==> config.mk <==
export PLATFORM = sky130hd
export DESIGN_NAME = comp_seq_ctrl
export DESIGN_NICKNAME = d
export VERILOG_FILES = /design/src/rtl/comp_pkg.sv /design/src/rtl/comp.sv /design/src/rtl/comp_seq_ctrl.sv
export SDC_FILE = /design/constraint.sdc
export NUM_CORES = 1
export LEC_CHECK = 0
export CORE_MARGIN = 8
export CORE_UTILIZATION = 50
export DETAILED_ROUTE_END_ITERATION = 16
export GPL_ROUTABILITY_DRIVEN = 1
export PLACE_DENSITY = 0.85
export SETUP_SLACK_MARGIN = 0.02
export SLEW_MARGIN = 0
export SYNTH_ARGS = -nofsm -noshare
export SYNTH_HDL_FRONTEND = slang
export SYNTH_SLANG_ARGS = --single-unit
==> constraint.sdc <==
create_clock -name clk -period 3.4 [get_ports clk]
set_input_delay 0.68 -clock clk [delete_from_list [all_inputs] [get_ports clk]]
set_output_delay 0.68 -clock clk [all_outputs]
set_load 0.02 [all_outputs]
==> src/rtl/comp_pkg.sv <==
// rtl/comp_pkg.sv - shared types and result codes for the sequential comparator
package comp_pkg;

  typedef enum logic [1:0] {
    S_IDLE,
    S_RUN,
    S_DONE
  } state_t;

  // Result codes in {eq, gt, lt} order
  localparam logic [2:0] RES_EQ = 3'b100;
  localparam logic [2:0] RES_GT = 3'b010;
  localparam logic [2:0] RES_LT = 3'b001;

  // A slice answer is trusted only if it is exactly one of the three legal codes
  function automatic logic is_onehot3(input logic [2:0] code);
    return (code == RES_EQ) || (code == RES_GT) || (code == RES_LT);
  endfunction

endpackage

==> src/rtl/comp.sv <==
// rtl/comp.sv - 2-bit digit magnitude comparator slice
module comp
  import comp_pkg::*;
(
  input  logic [3:0] data,  // {a digit, b digit}
  output logic [2:0] res    // {eq, gt, lt}
);

  // Compare the a digit (upper pair) against the b digit (lower pair)
  always_comb begin
    res = RES_EQ;
    if (data[3:2] > data[1:0]) begin
      res = RES_GT;
    end else if (data[3:2] < data[1:0]) begin
      res = RES_LT;
    end
  end

endmodule

==> src/rtl/comp_seq_ctrl.sv <==
// rtl/comp_seq_ctrl.sv - digit-serial wide magnitude comparator controller
module comp_seq_ctrl
  import comp_pkg::*;
#(
  parameter int WIDTH = 8
) (
  input  logic             clk,
  input  logic             reset_n,
  input  logic             in_valid,
  output logic             in_ready,
  input  logic [WIDTH-1:0] a,
  input  logic [WIDTH-1:0] b,
  output logic             out_valid,
  input  logic             out_ready,
  output logic             eq,
  output logic             gt,
  output logic             lt,
  output logic             err
);

  localparam int DIGITS = WIDTH / 2;
  localparam int IDXW   = (DIGITS > 1) ? $clog2(DIGITS) : 1;
  localparam logic [IDXW-1:0] IDX_MAX = IDXW'(DIGITS - 1);

  state_t           state_q, state_d;
  logic [WIDTH-1:0] a_q, a_d;
  logic [WIDTH-1:0] b_q, b_d;
  logic [IDXW-1:0]  idx_q, idx_d;
  logic [2:0]       res_q, res_d;
  logic             err_q, err_d;
  logic [2:0]       slice_res;

  comp u_slice (
    .data ({a_q[WIDTH-1 -: 2], b_q[WIDTH-1 -: 2]}),
    .res  (slice_res)
  );

  // Next-state logic: capture, walk digits MSB first, hold result until accepted
  always_comb begin
    state_d = state_q;
    a_d     = a_q;
    b_d     = b_q;
    idx_d   = idx_q;
    res_d   = res_q;
    err_d   = err_q;
    case (state_q)
      S_IDLE: begin
        if (in_valid) begin
          a_d     = a;
          b_d     = b;
          idx_d   = IDX_MAX;
          res_d   = 3'b000;
          err_d   = 1'b0;
          state_d = S_RUN;
        end
      end
      S_RUN: begin
        if (!is_onehot3(slice_res)) begin
          res_d   = 3'b000;
          err_d   = 1'b1;
          state_d = S_DONE;
        end else if (slice_res != RES_EQ) begin
          res_d   = slice_res;
          state_d = S_DONE;
        end else if (idx_q == '0) begin
          res_d   = RES_EQ;
          state_d = S_DONE;
        end else begin
          a_d   = a_q << 2;
          b_d   = b_q << 2;
          idx_d = idx_q - IDXW'(1);
        end
      end
      S_DONE: begin
        if (out_ready) begin
          res_d   = 3'b000;
          err_d   = 1'b0;
          state_d = S_IDLE;
        end
      end
      default: state_d = S_IDLE;
    endcase
  end

  // State and datapath registers; reset abandons any operation in flight
  always_ff @(posedge clk or negedge reset_n) begin
    if (!reset_n) begin
      state_q <= S_IDLE;
      a_q     <= '0;
      b_q     <= '0;
      idx_q   <= '0;
      res_q   <= 3'b000;
      err_q   <= 1'b0;
    end else begin
      state_q <= state_d;
      a_q     <= a_d;
      b_q     <= b_d;
      idx_q   <= idx_d;
      res_q   <= res_d;
      err_q   <= err_d;
    end
  end

  assign in_ready  = (state_q == S_IDLE);
  assign out_valid = (state_q == S_DONE);
  assign eq        = res_q[2];
  assign gt        = res_q[1];
  assign lt        = res_q[0];
  assign err       = err_q;

endmodule

==> qor.yml, run 1 <==
required_ps: 2720
root_buffer: "clkbuf_4"
vias: 885
hold_viol: 0
design.core.area_um2: 2390
netlist.area_leader.share_pct: 49.4
cts_buffers: 3
p_leak_nw: 0.615
dp_hpwl_um: 1780
busiest_layer: "met2"
synth_top_area_cell: "dfrtp_1"
finalClockSkew_ps: 5.92
synth_cells: 105
critPathKind: "reg2out"
drc: 0
cts.repair.resized: 0
async_flop_share_pct: 100
row_count: 18
clock-sinks: 24
die-area_um2: 4260
setup_tns_ps: 0
ant_nets: 0
synthesis.area_um2: 1210
fin_crit_ps: 2370
power_density_nw_per_um2: 785
start_util_pct: 50.9
use_met2_pct: 18.9
fmax_mhz: 422
clockBufferDepth: 2
cts_tree: "yes"
grt_antenna_before_repair: 0
drtIter0Drc: 30
outcome: "finished clean"
slew_viol_final: 0
crit_path_end_kind: "output pin"
htreeDepth: 1
routed_via_density: 5.60
yosys_warnings: 0
final_cells: 158
drive_gt1_share_pct: 12.5
first_pass_iters: 4
cp_max_fo: 11
synth_nets: 128
critPathLaunchType: "register"
wire_per_inst_um: 14.7
grt_pass1_wl_um: 4000
synth_cell_types: 31
ys_seq_area_share_pct: 49.4
hp-class: "reg2reg"
grtUsageTotal_pct: 11.5
synthTopCellsByCount: "24 x dfrtp_1, 13 x nand2b_1, 9 x nand2_1"
worst_pin_slew_ps: 1050
setup_viol: 0
irDropWorstVdd_mv: 0.438
synth-main-ff-cell: "dfrtp_1"
postCtsHoldBufs: 0
grt_setup_unrepaired: "no"
synth_most_common_cell: "dfrtp_1"
avgSynthCellArea_um2: 11.6
yosys-top-cells-area: "dfrtp_1 49%, nand2b_1 6.7%, o221a_2 6.5%, o221a_1 4.6%, o21ai_0 3.3%"
cts.clk_slew.worst_paths_ps: 120
period_share_pct: 69.8
post-cts-setup-buffer-count: 0
globalplace.congestion: 0.784
syn2layout_area_growth_pct: 22.0
cap_violations: 0
grt_pass1_vias: 913
gr-total-overflow: 0
met1_usage_pct: 14.3
grt_max_degree: 25
worstPathArrival_ps: 1690
drt_wl_total_um: 2330
synth-edff-count: 0
ios: 26
grt_use_met3_pct: 3.57
insertion_delay_ps: 300
relSlewSlack_pct: 29.9
nNetsFinal: 153
ys_ff_latch: 24
die_width_um: 65.3
fillers: 219
die_h_um: 65.3
dp.cells: 155
port-buffer-count: 25
antenna_cells: 0
==> cell type report <==
| type | count | area, um2 | share of cell area [%] |
|---|---|---|---|
| multi-input cells | 69 | 546 | 36.8 |
| well taps | 30 | 37.5 | 2.53 |
| inverters | 7 | 26.3 | 1.77 |
| repair buffers | 25 | 250 | 16.9 |
| clock buffers | 3 | 22.5 | 1.52 |
| flip-flops and latches | 24 | 601 | 40.5 |
==> power breakdown <==
part           total [mW]  internal [mW]  switching [mW]  leakage [nW]
Combinational       0.550          0.270           0.280         0.320
Clock               0.120         0.0413          0.0786        0.0138
Sequential          0.494          0.404          0.0903         0.281
==> final timing paths <==
check	startpoint	end	slack, ps	depth (start not counted)
worst max-delay path	state_q[0]	out_valid	1030	2
worst min-delay path	err	err	510	1
worst max register to register	b_q[7]	a_q[2]	1480	5
worst min register to register	err	err	510	1
max in group asynchronous	reset_n	b_q[6]	1840	1
min in group asynchronous	reset_n	state_q[1]	930	1
==> stage by stage <==
step,worst slack (ps),power (mW),cell area (um2),hold WS [ps],util (%)
after floorplan,1820,0.930,1210,384,-
after global placement,1200,1.03,1460,473,61.2
after detailed placement,1190,1.06,1460,482,61.2
after CTS,1020,1.17,1480,510,62.1
after global routing,914,1.26,1480,528,62.1
final,1030,1.16,1480,507,62.1
==> layout by cell type, fill, tap and decap left out, types with 5 or more instances in the layout <==
master | synthesis | final
dfrtp_1 | 24 | 24
inv_1 | 7 | 7
o221a_1 | 5 | 5
clkdlybuf4s50_1 | 0 | 25
o221a_2 | 7 | 7
o21ai_0 | 8 | 8
nand2_1 | 9 | 9
nand2b_1 | 13 | 13
==> cells by family (layout without fill, tap and decap cells) <==
kind of cell / after synthesis / in the layout / share of synthesized area (%)
adders and majority gates: 3 / 3 / 3.09
AOI/OAI and AO/OA: 27 / 27 / 20.6
muxes: 3 / 3 / 2.57
buffers and inverters: 12 / 35 / 5.66
DFF: 24 / 24 / 49.4
and+or+nand+nor: 36 / 36 / 18.6
==> worst max-delay path, stage by stage, from the launching register on <==
cell	delay (ps)
dfrtp_1	550
nor2b_1	220
clkdlybuf4s50_1	630
==> routing by layer <==
| metal | up-vias | wire [um] |
|---|---|---|
| met3 | 2 | 155 |
| met2 | 29 | 1030 |
| met1 | 425 | 1130 |
| met4 | 0 | 13 |
| met5 | - | 0 |
| li1 | 429 | - |
==> sequential cells by signal (all words and copies together), names as in the netlist <==
| register | count |
|---|---|
| a_q | 8 |
| b_q | 8 |
| idx_q | 2 |
| state_q | 2 |
| err | 1 |
| res_q | 3 |
Note: power is estimated with default switching activity, not from simulation.
==> run 2: changes to the inputs <==
Settings changed: CORE_UTILIZATION 50 to 49, PLACE_DENSITY 0.85 to 0.83.
Clock period 3.4 ns to 2.44 ns, I/O delays scaled along.
==> run 2 against run 1 <==
  * Sequential share of layout area fell by 0.77 points
  * Largest power group unchanged
  * Count of clock-buffer cells in the layout grew 1
  * Cell count increased by 1.9%
  * Critical path type unchanged
==> qor.yml, run 2 (same netlist as run 1, synthesis figures left out) <==
fmax_mhz: 457
hold_end: "err"
die_width_um: 65.8
design.core.area_um2: 2410
crit_path_end_kind: "output pin"
p_leak_nw: 0.632
wire_per_inst_um: 14.4
hold_depth: 1
grt_max_degree: 25
gr-total-overflow: 0
cts.repair.resized: 0
clock-sinks: 24
place_ws_ps: 425
dpl_cell_area_um2: 1480
start_util_pct: 50.4
hp-class: "reg2reg"
ant_nets: 0
port-buffer-count: 25
ff2ff_path_depth: 4
die-area_um2: 4330
root_buffer: "clkbuf_4"
cts_tree: "yes"
finish.instance_area_um2: 1510
critPathBufInv: 1
hold_viol: 0
required_ps: 1950
setup_viol: 0
min_from: "err"
drt_wl_total_um: 2320
critPathKind: "reg2out"
r2r_end: "a_q[2]"
hold_ws_ps: 503
postCtsHoldBufs: 0
cp_max_fo: 8
antenna_cells: 0
clockBufferDepth: 2
final_cells: 161
cpLargestDelayFamily: "buffers and inverters"
cts_buffers: 3
fin_crit_ps: 2190
slowest_stage: "clkdlybuf4s50_1"
worstPathArrival_ps: 1700
dp.cells: 157
final_cell_mix: "25 x clkdlybuf4s50_1, 24 x dfrtp_1, 13 x nand2b_1"
worst_slack_ps: 251
grt_setup_unrepaired: "no"
insertion_delay_ps: 310
worst_pin_slew_ps: 783
fin_util_pct: 62.7
first_pass_iters: 4
layout_commonest_cell: "clkdlybuf4s50_1"
die_h_um: 65.8
nNetsFinal: 155
setup_tns_ps: 0
largestRegisters: "a_q (8), b_q (8), res_q (3)"
dp_hpwl_um: 1820
vias: 872
fillers: 188
cts.clk_slew.worst_paths_ps: 120
r2r-start: "a_q[7]"
relSlewSlack_pct: 47.6
post-cts-setup-buffer-count: 0
htreeDepth: 1
path_cells: "nor2b_1 -> clkdlybuf4s50_1"
critPathLaunchType: "register"
drive_gt1_share_pct: 14.5
ios: 26
period_share_pct: 89.7
slew_viol_final: 0
irDropWorstVdd_mv: 0.617
power_density_nw_per_um2: 1100
finalClockSkew_ps: 3.08
grtUsageTotal_pct: 12.2
globalplace.congestion: 0.822
r2r_slack_ps: 480
syn2layout_area_growth_pct: 24.4
routed_via_density: 5.42
grt_pass1_wl_um: 4280
drc: 0
outcome: "finished clean"
row_count: 18
finalPower_mw: 1.67
grt_pass1_vias: 949
max_stage_delay_ps: 630
drtIter0Drc: 30
grt_antenna_before_repair: 0
cap_violations: 0
run 2: cell count changes in the layout (fill, tap and decap cells not counted), sizes merged:
| cell | before | now |
|---|---|---|
| clkbuf | 3 | 4 |
| buf | 0 | 2 |
run 2: layout make-up:
type / instances / area, um2 / area share [%]
inverters: 7 / 26.3 / 1.74
clock buffers: 4 / 36.3 / 2.40
well taps: 30 / 37.5 / 2.48
repair buffers: 27 / 265 / 17.5
flip-flops and latches: 24 / 601 / 39.7
multi-input cells: 69 / 546 / 36.1
run 2: worst max-delay path by stage:
stage	slack (ps)	cells past startpoint	start	end
floorplan	860	5	a_q[7]	a_q[2]
global placement	470	4	in_valid	b_q[7]
detailed placement	430	4	in_valid	a_q[2]
CTS	230	2	state_q[1]	out_valid
global route	140	2	state_q[1]	out_valid
finish	250	2	state_q[1]	out_valid
run 2: worst register-to-register path, cell delays in order, from the launching register on:
cell	delay (ps)
dfrtp_1	410
ha_1	320
nand2_1	110
o41ai_4	730
o221a_2	340
run 2: report_power, final:
group          switching [mW]  leakage (nW)  internal [mW]
combinational           0.391         0.330          0.386
clock                   0.111        0.0210         0.0911
sequential              0.126         0.281          0.563
run 2: per-layer routing:
| metal | vias up | wire [um] | global-route usage, % |
|---|---|---|---|
| met2 | 28 | 1030 | 19.5 |
| met4 | 0 | 40 | 4.09 |
| met3 | 4 | 155 | 3.56 |
| met1 | 410 | 1090 | 15.5 |
| li1 | 430 | - | - |
| met5 | - | 0 | 0 |
==> run 3: changes to the inputs <==
Settings changed: MAX_ROUTING_LAYER set to met4.
==> run 3 against run 2 <==
  * Power hardly changed
  * Fmax did not move
  * Utilization is the same
  * Die area is the same
  * First-iteration DRC count stayed put
==> qor.yml, run 3 (same netlist as run 1, synthesis figures left out) <==
busiest_layer: "met2"
dp_hpwl_um: 1820
setup_viol: 0
finalPower_mw: 1.67
grt_antenna_before_repair: 0
grtUsageTotal_pct: 12.6
fmax_mhz: 457
fin_crit_ps: 2190
cts.repair.resized: 0
post-cts-setup-buffer-count: 0
syn2layout_area_growth_pct: 24.4
vias: 872
die-area_um2: 4330
p_clk_share_pct: 12.1
max_stage_delay_ps: 630
first_pass_iters: 4
drive_gt1_share_pct: 14.5
critPathKind: "reg2out"
worstPathArrival_ps: 1700
power_density_nw_per_um2: 1100
drc: 0
crit_path_end_kind: "output pin"
worst_slack_ps: 251
power_frac_comb_pct: 46.6
ant_nets: 0
globalplace.congestion: 0.835
cp_max_fo: 8
row_count: 18
final_cell_mix: "25 x clkdlybuf4s50_1, 24 x dfrtp_1, 13 x nand2b_1"
grt_setup_unrepaired: "no"
place_ws_ps: 425
hold_viol: 0
ios: 26
grt_use_met3_pct: 3.22
relSlewSlack_pct: 47.6
irDropWorstVdd_mv: 0.617
period_share_pct: 89.7
nNetsFinal: 155
intPower_mw: 1.04
dpl_cell_area_um2: 1480
setup_tns_ps: 0
largestRegisters: "a_q (8), b_q (8), res_q (3)"
outcome: "finished clean"
cts_tree: "yes"
clock-sinks: 24
slowest_stage: "clkdlybuf4s50_1"
postCtsHoldBufs: 0
htreeDepth: 1
required_ps: 1950
fin_util_pct: 62.7
pwr-share-seq_pct: 41.3
worst_pin_slew_ps: 783
met1_usage_pct: 15.7
layout_commonest_cell: "clkdlybuf4s50_1"
cap_violations: 0
slew_viol_final: 0
drtIter0Drc: 30
die_width_um: 65.8
start_util_pct: 50.4
p_switching_mw: 0.627
use_met2_pct: 19.5
grt_max_degree: 25
p_leak_nw: 0.632
die_h_um: 65.8
path_cells: "nor2b_1 -> clkdlybuf4s50_1"
gr-total-overflow: 0
grt_pass1_vias: 949
cts.clk_slew.worst_paths_ps: 120
root_buffer: "clkbuf_4"
wire_per_inst_um: 14.4
swShare_pct: 37.6
finish.instance_area_um2: 1510
design.core.area_um2: 2410
grt_pass1_wl_um: 4280
port-buffer-count: 25
antenna_cells: 0
finalClockSkew_ps: 3.08
hp-class: "reg2reg"
cts_buffers: 3
insertion_delay_ps: 310
drt_wl_total_um: 2320
r2r_slack_ps: 480
critPathLaunchType: "register"
clockBufferDepth: 2
routed_via_density: 5.42
## run 3: cell counts in the layout (fill, tap and decap cells not counted)
No cell type changed its count.
## run 3: per-stage QoR
step           instances  hold slack, ps
2_1_floorplan        105             192
3_3_place_gp         157             475
3_5_place_dp         157             483
4_1_cts              161             511
5_1_grt              161             531
6_report             161             503
## run 3: power groups by stage
stage | Combinational [mW] | Sequential [mW] | Clock [mW]
global placement | 0.746 | 0.693 | 0
finish | 0.776 | 0.689 | 0.202
detailed placement | 0.785 | 0.696 | 0
global route | 0.868 | 0.717 | 0.223
floorplan | 0.645 | 0.650 | 0
CTS | 0.785 | 0.689 | 0.206
## run 3: final timing paths
| kind | end | start | cells after the start |
|---|---|---|---|
| setup reg to reg | a_q[2] | a_q[7] | 4 |
| hold / removal | err | err | 1 |
| hold reg to reg | err | err | 1 |
| min in group asynchronous | b_q[5] | reset_n | 2 |
| setup / recovery | out_valid | state_q[1] | 2 |
| max in group asynchronous | res_q[0] | reset_n | 2 |
## run 3: final cells by class
class                           count  area (um2)
Multi-Input combinational cell     69         546
Sequential cell                    24         601
Fill cell                         188         898
Timing Repair Buffer               27         265
Inverter                            7        26.3
Clock buffer                        4        36.3
Tap cell                           30        37.5
## run 3: routing by layer
layer | up-vias | share of wire [%]
met5 | - | 0
met4 | 0 | 1.7
met3 | 4 | 5.9
met2 | 28 | 44
met1 | 410 | 48
li1 | 430 | -
## run 3: critical path, delay by kind of cell (launching register included)
family / cells / cell delay (ps)
buffers and inverters: 1 / 630
flip-flops: 1 / 530
AND/OR/NAND/NOR: 1 / 230
